File: config.mk
export PLATFORM = sky130hd
export DESIGN_NAME = memory_access_arbiter
export DESIGN_NICKNAME = d
export VERILOG_FILES = /design/src/rtl/memory_access_arbiter_pkg.sv /design/src/rtl/memory_access_arbiter_arbiter.sv /design/src/rtl/memory_access_arbiter.sv
export SDC_FILE = /design/constraint.sdc
export NUM_CORES = 1
export LEC_CHECK = 0
export CAP_MARGIN = 20
export CORE_UTILIZATION = 40
export DETAILED_ROUTE_END_ITERATION = 10
export GPL_ROUTABILITY_DRIVEN = 0
export PLACE_DENSITY = 0.8
export SYNTH_ARGS = -nofsm -noshare
export SYNTH_HDL_FRONTEND = slang
export SYNTH_SLANG_ARGS = --single-unit
export TNS_END_PERCENT = 30
File: constraint.sdc
create_clock -name clock -period 1.77 [get_ports clock]
set_input_delay 0.2655 -clock clock [delete_from_list [all_inputs] [get_ports clock]]
set_output_delay 0.2655 -clock clock [all_outputs]
set_load 0.005 [all_outputs]
File: src/rtl/memory_access_arbiter_pkg.sv
// Shared definitions for the two-port memory access arbiter: default widths
// and the controller state encoding.
package memory_access_arbiter_pkg;

    localparam int DEFAULT_ADDR_WIDTH = 8;
    localparam int DEFAULT_DATA_WIDTH = 16;

    typedef enum logic [1:0] {
        ST_IDLE      = 2'd0,
        ST_ACCESS    = 2'd1,
        ST_READ_WAIT = 2'd2,
        ST_DONE      = 2'd3
    } state_t;

    // Writes finish straight after the strobe cycle; reads wait one cycle for RAM data.
    function automatic state_t state_after_access(input logic is_write);
        return is_write ? ST_DONE : ST_READ_WAIT;
    endfunction

endpackage

File: src/rtl/memory_access_arbiter_arbiter.sv
// Two-way winner selection with a last-served record for round-robin ties.
module arbiter_2way (
    input  logic clock,
    input  logic reset,
    input  logic req_a,
    input  logic req_b,
    input  logic fixed_priority,
    input  logic update,
    input  logic served,
    output logic winner
);

    // 0 = port a served last, 1 = port b served last
    logic last_q;
    logic last_d;

    // Record the owner of each completed transaction.
    always_comb begin
        last_d = last_q;
        if (update) begin
            last_d = served;
        end
    end

    // Last-served register; starts as b so that a wins the first tie.
    always_ff @(posedge clock) begin
        if (reset) begin
            last_q <= 1'b1;
        end else begin
            last_q <= last_d;
        end
    end

    // Lone requester wins; ties go to a (fixed) or to the port not served last.
    always_comb begin
        winner = 1'b0;
        if (req_b && !req_a) begin
            winner = 1'b1;
        end else if (req_a && req_b && !fixed_priority) begin
            winner = ~last_q;
        end
    end

endmodule

File: src/rtl/memory_access_arbiter.sv
// Arbitrates two requesters onto one single-port RAM with one-cycle
// registered read. Each transaction walks IDLE -> ACCESS -> (READ_WAIT) -> DONE.
module memory_access_arbiter
    import memory_access_arbiter_pkg::*;
#(
    parameter int ADDR_WIDTH     = DEFAULT_ADDR_WIDTH,
    parameter int DATA_WIDTH     = DEFAULT_DATA_WIDTH,
    parameter int FIXED_PRIORITY = 0
) (
    input  logic                  clock,
    input  logic                  reset,
    input  logic                  req_a,
    input  logic                  write_a,
    input  logic [ADDR_WIDTH-1:0] addr_a,
    input  logic [DATA_WIDTH-1:0] wdata_a,
    input  logic                  req_b,
    input  logic                  write_b,
    input  logic [ADDR_WIDTH-1:0] addr_b,
    input  logic [DATA_WIDTH-1:0] wdata_b,
    output logic                  ack_a,
    output logic [DATA_WIDTH-1:0] rdata_a,
    output logic                  ack_b,
    output logic [DATA_WIDTH-1:0] rdata_b,
    output logic [ADDR_WIDTH-1:0] ram_addr,
    output logic [DATA_WIDTH-1:0] ram_din,
    output logic                  ram_write_en,
    input  logic [DATA_WIDTH-1:0] ram_dout,
    output logic                  grant,
    output logic                  busy
);

    state_t                state_q;
    state_t                state_d;
    logic                  write_q;
    logic                  grant_q;
    logic [ADDR_WIDTH-1:0] ram_addr_q;
    logic [DATA_WIDTH-1:0] ram_din_q;
    logic [DATA_WIDTH-1:0] rdata_a_q;
    logic [DATA_WIDTH-1:0] rdata_b_q;

    logic any_req;
    logic winner;
    logic start;
    logic done_cycle;

    assign any_req    = req_a | req_b;
    assign start      = (state_q == ST_IDLE) && any_req;
    assign done_cycle = (state_q == ST_DONE);

    arbiter_2way u_arbiter (
        .clock          (clock),
        .reset          (reset),
        .req_a          (req_a),
        .req_b          (req_b),
        .fixed_priority (FIXED_PRIORITY != 0),
        .update         (done_cycle),
        .served         (grant_q),
        .winner         (winner)
    );

    // State register.
    always_ff @(posedge clock) begin
        if (reset) begin
            state_q <= ST_IDLE;
        end else begin
            state_q <= state_d;
        end
    end

    // Next-state logic.
    always_comb begin
        state_d = state_q;
        case (state_q)
            ST_IDLE:      if (any_req) state_d = ST_ACCESS;
            ST_ACCESS:    state_d = state_after_access(write_q);
            ST_READ_WAIT: state_d = ST_DONE;
            ST_DONE:      state_d = ST_IDLE;
            default:      state_d = ST_IDLE;
        endcase
    end

    // Latch the winner's operands at arbitration and capture read data in READ_WAIT.
    always_ff @(posedge clock) begin
        if (reset) begin
            write_q    <= 1'b0;
            grant_q    <= 1'b0;
            ram_addr_q <= '0;
            ram_din_q  <= '0;
            rdata_a_q  <= '0;
            rdata_b_q  <= '0;
        end else begin
            if (start) begin
                grant_q    <= winner;
                write_q    <= winner ? write_b : write_a;
                ram_addr_q <= winner ? addr_b  : addr_a;
                ram_din_q  <= winner ? wdata_b : wdata_a;
            end
            if (state_q == ST_READ_WAIT) begin
                if (grant_q) begin
                    rdata_b_q <= ram_dout;
                end else begin
                    rdata_a_q <= ram_dout;
                end
            end
        end
    end

    // Outputs; strobes are masked by reset so an aborted transaction is silent
    // even during the cycle in which reset is being sampled.
    always_comb begin
        ram_write_en = (state_q == ST_ACCESS) && write_q && !reset;
        ack_a        = done_cycle && !grant_q && !reset;
        ack_b        = done_cycle &&  grant_q && !reset;
        busy         = (state_q != ST_IDLE);
    end

    assign ram_addr = ram_addr_q;
    assign ram_din  = ram_din_q;
    assign rdata_a  = rdata_a_q;
    assign rdata_b  = rdata_b_q;
    assign grant    = grant_q;

endmodule
==> impl_metrics.json, run 1 <==
{
  "post-cts-setup-buffers": 0,
  "insertedDiodeCount": 0,
  "arrival_ns": 1.37,
  "final_common_cell": "clkdlybuf4s50_1",
  "layout_common_cells": "clkdlybuf4s50_1 (125), nand2_1 (91), dfxtp_1 (59)",
  "cp_slowest_cell": "clkdlybuf4s50_1",
  "initial_core_util_pct": 42.5,
  "reg2regPathDepth": 6,
  "clkTransAtPathRegs_ns": 0.07,
  "leakage_nw": 1.59,
  "ctsHoldBuffers": 0,
  "synthDistinctLibCells": 27,
  "synth_area_leaders": "dfxtp_1 (47%), nand2_1 (13%), a21oi_1 (11%)",
  "max_cap_violations": 0,
  "slew_viol_final": 0,
  "remaining_drc_errors": 0,
  "areaGrowthSynthToFinish_pct": 64.2,
  "yosysSeqAreaShare_pct": 47.4,
  "cp_cell_sequence": "clkdlybuf4s50_1",
  "dp_hpwl_um": 5170,
  "syn-num-nets": 384,
  "cts_tree": "yes",
  "coreArea_um2": 6060,
  "num_rows": 28,
  "crit_type": "register to primary output",
  "clock_path_buffers": 2,
  "critPathMaxFanout": 9,
  "drive_gt1_share_pct": 13.2,
  "nets": 516,
  "die_y_um": 82.3,
  "yosys_register_bits": 61,
  "worstReg2RegEnd": "rdata_b[3]",
  "cts_max_level": 3,
  "max_freq_ghz": 0.611,
  "ys_warn_count": 0,
  "rsz0062_at_grt": "no",
  "chipWidth_um": 82.3,
  "synth_area_leader_cell": "dfxtp_1",
  "skew_ns": 0.00746,
  "grt-ovfl-total": 0,
  "synth_edf_count": 0,
  "ctsResizeCount": 9,
  "grt.total_usage_pct": 22.2,
  "rr_startpoint": "state_q[0]",
  "setup_violations": 0,
  "drtAntennaViolNets": 0,
  "critical_path_buf_inv_count": 1,
  "die_area_um2": 6770,
  "ys_async_sr_fraction_pct": 0,
  "grt_start_max_net_pins": 51,
  "clockRootBuffer": "clkbuf_8",
  "cp_slowest_stage_delay_ns": 0.58,
  "crit_path_end_kind": "primary output",
  "routed_wl_um": 7240,
  "io_pins": 131,
  "synthCells": 309,
  "io_buffers": 130,
  "powerDensity_nw_per_um2": 1300,
  "drtPass1Iterations": 4,
  "r2r_slack_ns": 0.21,
  "vias": 2564,
  "pre_cts_ws_ns": -0.0714,
  "vias_per_cell": 4.92,
  "fin_total_pwr_mw": 5.49,
  "hold_depth": 3,
  "path_delay_family": "buffers and inverters",
  "antenna_found_initial": 0,
  "synthesis.area_um2": 2580,
  "fin_ws_ns": 0.134,
  "hold_path.class": "primary input to register",
  "synth_area_per_cell_um2": 8.34,
  "relSlewSlack_pct": 55.7,
  "fin_crit_ns": 1.64,
  "insertion_delay_ns": 0.32,
  "grt_pass1_vias": 2582,
  "yosys.area.top_type_share_pct": 47.4,
  "final-hold-violation-count": 0,
  "startpoint_type": "register",
  "finalCritPeriodShare_pct": 92.4,
  "worstMarginPinSlew_ns": 0.662,
  "cts_buffers": 9,
  "ir_drop_uv": 755,
  "postLayoutCoreUtil_pct": 69.8,
  "min_to": "ram_addr[1]",
  "routedWlPerCell_um": 13.9,
  "dp.cells": 505,
  "setup_tns_ns": 0,
  "clock_sinks": 61,
  "stdcell_count": 521,
  "synthFlopType": "dfxtp_1",
  "grt_pass1_wl_um": 11400,
  "cp_data_required_time_ns": 1.50,
  "drt_iter0_markers": 105,
  "hold_path.startpoint": "reset",
  "status": "finished clean"
}
==> registers in the layout (all words and copies together) (netlist names) <==
| name | flops |
|---|---|
| grant | 1 |
| ram_addr | 8 |
| ram_din | 16 |
| rdata_a | 16 |
| rdata_b | 16 |
| state_q | 2 |
| u_arbiter.last_q | 1 |
| write_q | 1 |
==> Yosys cell counts, types with 3 or more instances <==
| library cell | instances |
|---|---|
| clkbuf_1 | 6 |
| a211oi_2 | 20 |
| buf_2 | 7 |
| buf_1 | 3 |
| nand2_1 | 91 |
| a211oi_1 | 6 |
| inv_1 | 3 |
| a21oi_1 | 57 |
| ha_1 | 5 |
| nor2_1 | 28 |
| buf_4 | 3 |
| dfxtp_1 | 61 |
==> where the power goes <==
group	switching, mW	total, mW	internal (mW)
Clock	0.539	1.47	0.936
Combinational	0.997	2.16	1.16
Sequential	0.175	1.86	1.69
Total	1.71	5.49	3.78
==> metrics by stage <==
stage / area [um2] / hold slack (ns)
after floorplan: 2580 / 0.401
after global placement: 3990 / 0.441
after detailed placement: 3990 / 0.446
after CTS: 4230 / 0.395
after global routing: 4230 / 0.408
final: 4230 / 0.401
==> cell type report <==
class                   instances  area (um2)
fillers                       497        1830
repair buffers                144        1430
multi-input cells             222        1230
flip-flops and latches         61        1220
clock buffers                  10         128
clock inverters                 6         111
well taps                      75        93.8
inverters                       3        11.3
==> worst reg2reg max path: stages, from the launching register on <==
cell,delay [ns]
dfxtp_2,0.34
inv_1,0.08
ha_1,0.17
buf_4,0.12
and2_1,0.52
nand2_1,0.13
a21oi_1,0.14
==> routing by layer <==
metal	GRT usage, %	vias up	part of all wire, %	wire length (um)
li1	-	1301	-	-
met1	25.8	1174	43	3120
met2	38.5	75	49	3580
met3	4.29	14	5.1	366
met4	11.2	0	2.5	178
met5	0	-	0	0
==> logic make-up (layout without fill, tap and decap cells) <==
| kind of cell | Yosys count | after routing | synth area share (%) |
|---|---|---|---|
| buffers and inverters | 26 | 163 | 5.24 |
| multiplexers | 1 | 1 | 0.389 |
| flip-flops | 61 | 61 | 47.4 |
| AO/OA/AOI/OAI | 90 | 90 | 25.3 |
| adder cells (fa/ha/maj) | 5 | 5 | 2.43 |
| AND/OR/NAND/NOR | 126 | 126 | 19.2 |
==> worst max-delay path by stage <==
stage,from,endpoint,slack [ns],cells past startpoint
after floorplan,state_q[0],rdata_a[2],0.39,7
after global placement,state_q[0],rdata_a[12],0.08,5
after detailed placement,state_q[0],rdata_a[3],-0.07,5
after CTS,grant,grant,0.11,1
after global routing,state_q[0],state_q[0],0.02,7
final,grant,grant,0.13,1
Note: power is estimated with default switching activity, not from simulation.
==> inputs of run 2 (changes only) <==
--- a/config.mk
+++ b/config.mk
@@ -5,10 +5,10 @@
 export SDC_FILE = /design/constraint.sdc
 export NUM_CORES = 1
 export LEC_CHECK = 0
-export CAP_MARGIN = 20
 export CORE_UTILIZATION = 40
 export DETAILED_ROUTE_END_ITERATION = 10
 export GPL_ROUTABILITY_DRIVEN = 0
+export GPL_TIMING_DRIVEN = 0
 export PLACE_DENSITY = 0.8
 export SYNTH_ARGS = -nofsm -noshare
 export SYNTH_HDL_FRONTEND = slang
==> constraint.sdc (replaced) <==
create_clock -name clock -period 1.77 [get_ports clock]
set_input_delay 0.354 -clock clock [delete_from_list [all_inputs] [get_ports clock]]
set_output_delay 0.354 -clock clock [all_outputs]
set_load 0.005 [all_outputs]
==> run 2 against run 1 <==
  * Cell area shrank 1.3%
  * Worst setup slack lost 0.11 ns
  * Global-route usage grew 1.8 points
  * Sequential power is essentially flat
  * Utilization shrank 0.89 points
  * Critical endpoint is now ram_write_en
  * Largest power group unchanged
==> impl_metrics.json, run 2 (synthesized netlist as in run 1, its figures left out) <==
{
  "status": "finished clean",
  "insertion_delay_ns": 0.34,
  "final-hold-violation-count": 0,
  "finalCritPeriodShare_pct": 98.4,
  "wl_met2_um": 3790,
  "powerDensity_nw_per_um2": 1260,
  "grt_start_max_net_pins": 11,
  "io_pins": 131,
  "drtAntennaViolNets": 0,
  "p_int_mw": 3.51,
  "drt-met1-wl_um": 3270,
  "routed_wl_um": 7690,
  "relSlewSlack_pct": 51.5,
  "leakage_nw": 1.57,
  "chipWidth_um": 82.3,
  "clockRootBuffer": "clkbuf_8",
  "ctsHoldBuffers": 0,
  "cp_slowest_stage_delay_ns": 0.34,
  "grt_pass1_vias": 2591,
  "cts_tree": "yes",
  "clock_path_buffers": 2,
  "ir_drop_uv": 595,
  "clkTransAtPathRegs_ns": 0.06,
  "swShare_pct": 33.3,
  "pre_cts_ws_ns": -0.314,
  "max_cap_violations": 0,
  "dp.cells": 513,
  "grt_pass1_wl_um": 12000,
  "switching_power_mw": 1.75,
  "cp_cell_sequence": "buf_4, ha_1, nand2_1, nor2_1, dlygate4sd2_1",
  "nets": 524,
  "routedWlPerCell_um": 14.5,
  "fin_total_pwr_mw": 5.26,
  "path_delay_family": "buffers and inverters",
  "cts_max_level": 3,
  "drtPass1Iterations": 5,
  "seq_power_share_pct": 35.4,
  "hold_path.class": "primary input to register",
  "setup_tns_ns": 0,
  "num_rows": 28,
  "grt.total_usage_pct": 24.0,
  "cp_slowest_cell": "dfxtp_2",
  "antenna_found_initial": 0,
  "cp_data_required_time_ns": 1.42,
  "io_buffers": 129,
  "fin_area_um2": 4180,
  "critical_path_buf_inv_count": 2,
  "fin_ws_ns": 0.0288,
  "clock_sinks": 61,
  "die_y_um": 82.3,
  "wl_met3_um": 437,
  "arrival_ns": 1.39,
  "rsz0062_at_grt": "yes",
  "drive_gt1_share_pct": 14.1,
  "vias": 2661,
  "crit_path_end_kind": "primary output",
  "crit_type": "register to primary output",
  "placement.cell_area_um2": 3960,
  "setup_violations": 0,
  "vias_per_cell": 5.03,
  "combPwrFrac_pct": 41.5,
  "dp_hpwl_um": 5690,
  "max_freq_ghz": 0.574,
  "worstMarginPinSlew_ns": 0.727,
  "cts_buffers": 9,
  "slew_viol_final": 0,
  "grt-ovfl-total": 0,
  "initial_core_util_pct": 42.5,
  "layout_common_cells": "clkdlybuf4s50_1 (125), nand2_1 (91), dfxtp_1 (58)",
  "clkPwrFrac_pct": 23.1,
  "postLayoutCoreUtil_pct": 68.9,
  "insertedDiodeCount": 0,
  "skew_ns": 0.00792,
  "fin_crit_ns": 1.74,
  "remaining_drc_errors": 0,
  "top_layer": "met4",
  "coreArea_um2": 6060,
  "startpoint_type": "register",
  "final_common_cell": "clkdlybuf4s50_1",
  "drt_iter0_markers": 75,
  "areaGrowthSynthToFinish_pct": 62.1,
  "stdcell_count": 529,
  "whs_ns": 0.344,
  "critPathMaxFanout": 3,
  "die_area_um2": 6770
}
-- run 2: changes by cell type in the layout (fill, tap and decap cells not counted), sizes merged --
cell and delta:
buf +1, bufinv -2, clkbuf +10, dlygate4sd2 -2
dlymetal6s2s +1
-- run 2: power by group through the flow --
stage / sequential (mW) / clock, mW / combinational, mW
3_5_place_dp: 1.88 / 0 / 2.13
3_3_place_gp: 1.87 / 0 / 2.06
4_1_cts: 1.86 / 1.24 / 2.18
6_report: 1.86 / 1.22 / 2.18
2_1_floorplan: 1.89 / 0 / 1.10
5_1_grt: 1.89 / 1.32 / 2.40
-- run 2: layer usage --
metal,up-vias,track usage (%)
met5,-,0
met1,1248,28.8
met4,0,11.9
met3,16,7.03
li1,1319,-
met2,78,38.9
-- run 2: area by class of cell --
class                      count  area [um2]
fill                         497        1890
timing repair buffer         130        1290
multi-input combinational    222        1230
sequential                    61        1220
clock buffer                  12         145
buffer                        22         124
tap                           75        93.8
clock inverter                 4        47.5
inverter                       3        11.3
-- run 2: path summary, 6_finish.rpt --
check | startpoint | end | slack [ns] | cells after the start
setup reg to reg | state_q[0] | rdata_a[0] | 0.18 | 7
hold / removal | reset | ram_din[0] | 0.34 | 2
hold reg to reg | rdata_b[8] | rdata_b[8] | 0.45 | 2
setup / recovery | state_q[0] | ram_write_en | 0.03 | 5
-- run 2: repair_timing --
action,4_1_cts,5_1_grt
setup buffers,0,1
endpoints found under the setup margin,4,24
resized for setup,9,10
==> inputs of run 3 (changes only) <==
--- a/config.mk
+++ b/config.mk
@@ -9,8 +9,8 @@
 export DETAILED_ROUTE_END_ITERATION = 10
 export GPL_ROUTABILITY_DRIVEN = 0
 export GPL_TIMING_DRIVEN = 0
-export PLACE_DENSITY = 0.8
+export PLACE_DENSITY = 0.89
 export SYNTH_ARGS = -nofsm -noshare
 export SYNTH_HDL_FRONTEND = slang
 export SYNTH_SLANG_ARGS = --single-unit
-export TNS_END_PERCENT = 30
+export TNS_END_PERCENT = 5
==> run 3 against run 2 <==
  * Cell count shrank 0.19%
  * Clock skew grew 0.00085 ns
  * First-iteration DRC count grew 35%
  * Power grew 0.26%
  * Via count grew 1.1%
  * Utilization grew 0.14 points
  * Cell area grew 0.21%
  * Worst hold slack gained 0.11 ns
  * Global-route usage shrank 1.5 points
  * Combinational power shrank 2%
  * Clock power grew 3%
  * Sequential cell count is the same
  * Largest power group unchanged
  * Highest routed layer unchanged
==> impl_metrics.json, run 3 (synthesized netlist as in run 1, its figures left out) <==
{
  "multi_input_area_um2": 1230,
  "cp_slowest_cell": "dfxtp_2",
  "critPathMaxFanout": 4,
  "whs_ns": 0.455,
  "fin_total_pwr_mw": 5.27,
  "worstReg2RegEnd": "rdata_b[12]",
  "postLayoutCoreUtil_pct": 69.0,
  "cts_buffers": 9,
  "drive_gt1_share_pct": 13.9,
  "antenna_found_initial": 0,
  "arrival_ns": 1.32,
  "startpoint_type": "register",
  "clock_path_buffers": 2,
  "min_to": "rdata_a[6]",
  "max_cap_violations": 0,
  "grt.total_usage_pct": 22.5,
  "wl_met2_um": 3680,
  "hold_depth": 2,
  "hold_path.startpoint": "rdata_a[6]",
  "r2r_slack_ns": 0.12,
  "critical_path_buf_inv_count": 1,
  "placement.cell_area_um2": 3960,
  "initial_core_util_pct": 42.5,
  "crit_type": "register to primary output",
  "grt_start_max_net_pins": 11,
  "coreArea_um2": 6060,
  "slew_viol_final": 0,
  "drtAntennaViolNets": 0,
  "die_y_um": 82.3,
  "fin_area_um2": 4180,
  "io_pins": 131,
  "drt-met1-wl_um": 3160,
  "relSlewSlack_pct": 53.2,
  "rr_startpoint": "state_q[0]",
  "clockRootBuffer": "clkbuf_8",
  "ir_drop_uv": 704,
  "layout_common_cells": "clkdlybuf4s50_1 (125), nand2_1 (91), dfxtp_1 (58)",
  "hold_path.class": "register to register",
  "finalCritPeriodShare_pct": 94.8,
  "crit_path_end_kind": "primary output",
  "clock_sinks": 61,
  "skew_ns": 0.00876,
  "powerDensity_nw_per_um2": 1260,
  "cp_data_required_time_ns": 1.42,
  "ctsHoldBuffers": 0,
  "cts_tree": "yes",
  "nets": 524,
  "insertion_delay_ns": 0.33,
  "cp_slowest_stage_delay_ns": 0.36,
  "cp_cell_sequence": "ha_2, nor3b_1, clkdlybuf4s15_1",
  "top_layer": "met4",
  "setup_violations": 0,
  "remaining_drc_errors": 0,
  "routedWlPerCell_um": 14.3,
  "seq_area_um2": 1230,
  "drt_iter0_markers": 101,
  "vias_per_cell": 5.09,
  "chipWidth_um": 82.3,
  "leakage_nw": 1.58,
  "clkTransAtPathRegs_ns": 0.07,
  "drtPass1Iterations": 4,
  "rsz0062_at_grt": "yes",
  "io_buffers": 129,
  "cts_max_level": 3,
  "insertedDiodeCount": 0,
  "num_rows": 28,
  "grt_pass1_vias": 2535,
  "max_freq_ghz": 0.596,
  "fillers": 507,
  "dp_hpwl_um": 5510,
  "die_area_um2": 6770,
  "vias": 2689,
  "final_common_cell": "clkdlybuf4s50_1",
  "worstMarginPinSlew_ns": 0.702,
  "grt_pass1_wl_um": 11400,
  "final-hold-violation-count": 0,
  "setup_tns_ns": 0,
  "fin_crit_ns": 1.68,
  "grt-ovfl-total": 0,
  "reg2regPathDepth": 6,
  "path_delay_family": "flip-flops",
  "status": "finished clean",
  "areaGrowthSynthToFinish_pct": 62.4,
  "wl_met3_um": 452,
  "routed_wl_um": 7530
}
-- run 3: cell count changes in the layout (fill, tap and decap cells not counted) --
cell / delta
clkbuf_2: -1
clkbuf_8: +1
dlygate4sd2_1: -2
dfxtp_2: -1
dlymetal6s2s_1: +1
dfxtp_4: +1
buf_4: -1
clkdlybuf4s15_1: +1
-- run 3: worst max path at each step --
| stage | slack (ns) | cells past startpoint | from | end |
|---|---|---|---|---|
| 4_1_cts | -0.21 | 4 | state_q[0] | busy |
| 5_1_grt | -0.04 | 6 | state_q[0] | rdata_b[12] |
| 3_5_place_dp | -0.31 | 4 | reset | ram_write_en |
| 6_report | 0.09 | 3 | state_q[0] | ack_a |
| 2_1_floorplan | 0.39 | 7 | state_q[0] | rdata_a[2] |
| 3_3_place_gp | -0.30 | 4 | reset | ram_write_en |
-- run 3: cell type report --
| class | count | area share [%] |
|---|---|---|
| multi-input cells | 222 | 29.5 |
| repair buffers | 129 | 30.9 |
| flip-flops and latches | 61 | 29.3 |
| clock buffers | 11 | 3.62 |
| plain buffers | 23 | 3.02 |
| well taps | 75 | 2.24 |
| clock inverters | 4 | 1.14 |
| inverters | 3 | 0.269 |
-- run 3: metal layers --
layer,vias up,GRT usage (%)
met5,-,0
met4,0,12.3
met3,21,4.95
met2,95,38.8
met1,1257,25.7
li1,1316,-
-- run 3: worst register-to-register path, delay by kind of cell (launching register included) --
family,cells,cell delay [ns]
adders and majority gates,1,0.25
buffers and inverters,2,0.46
AOI/OAI and AO/OA,1,0.17
DFF,1,0.36
and+or+nand+nor,2,0.35
-- run 3: through the flow --
| stage | setup slack [ns] | std cells |
|---|---|---|
| after floorplan | 0.391 | 309 |
| after global placement | -0.295 | 513 |
| after detailed placement | -0.311 | 513 |
| after CTS | -0.209 | 528 |
| after global routing | -0.0444 | 528 |
| final | 0.0922 | 528 |
-- run 3: where the power goes --
group | switching, mW | internal, mW | total, mW
logic | 1.02 | 1.12 | 2.14
clock network | 0.543 | 0.715 | 1.26
registers | 0.178 | 1.69 | 1.87
-- run 3: timing repair --
| item | in CTS | in global routing |
|---|---|---|
| endpoints found under the setup margin | 4 | 25 |
| gates resized for setup | 5 | 14 |
| buffers inserted | 0 | 0 |
| gates cloned | 0 | 0 |
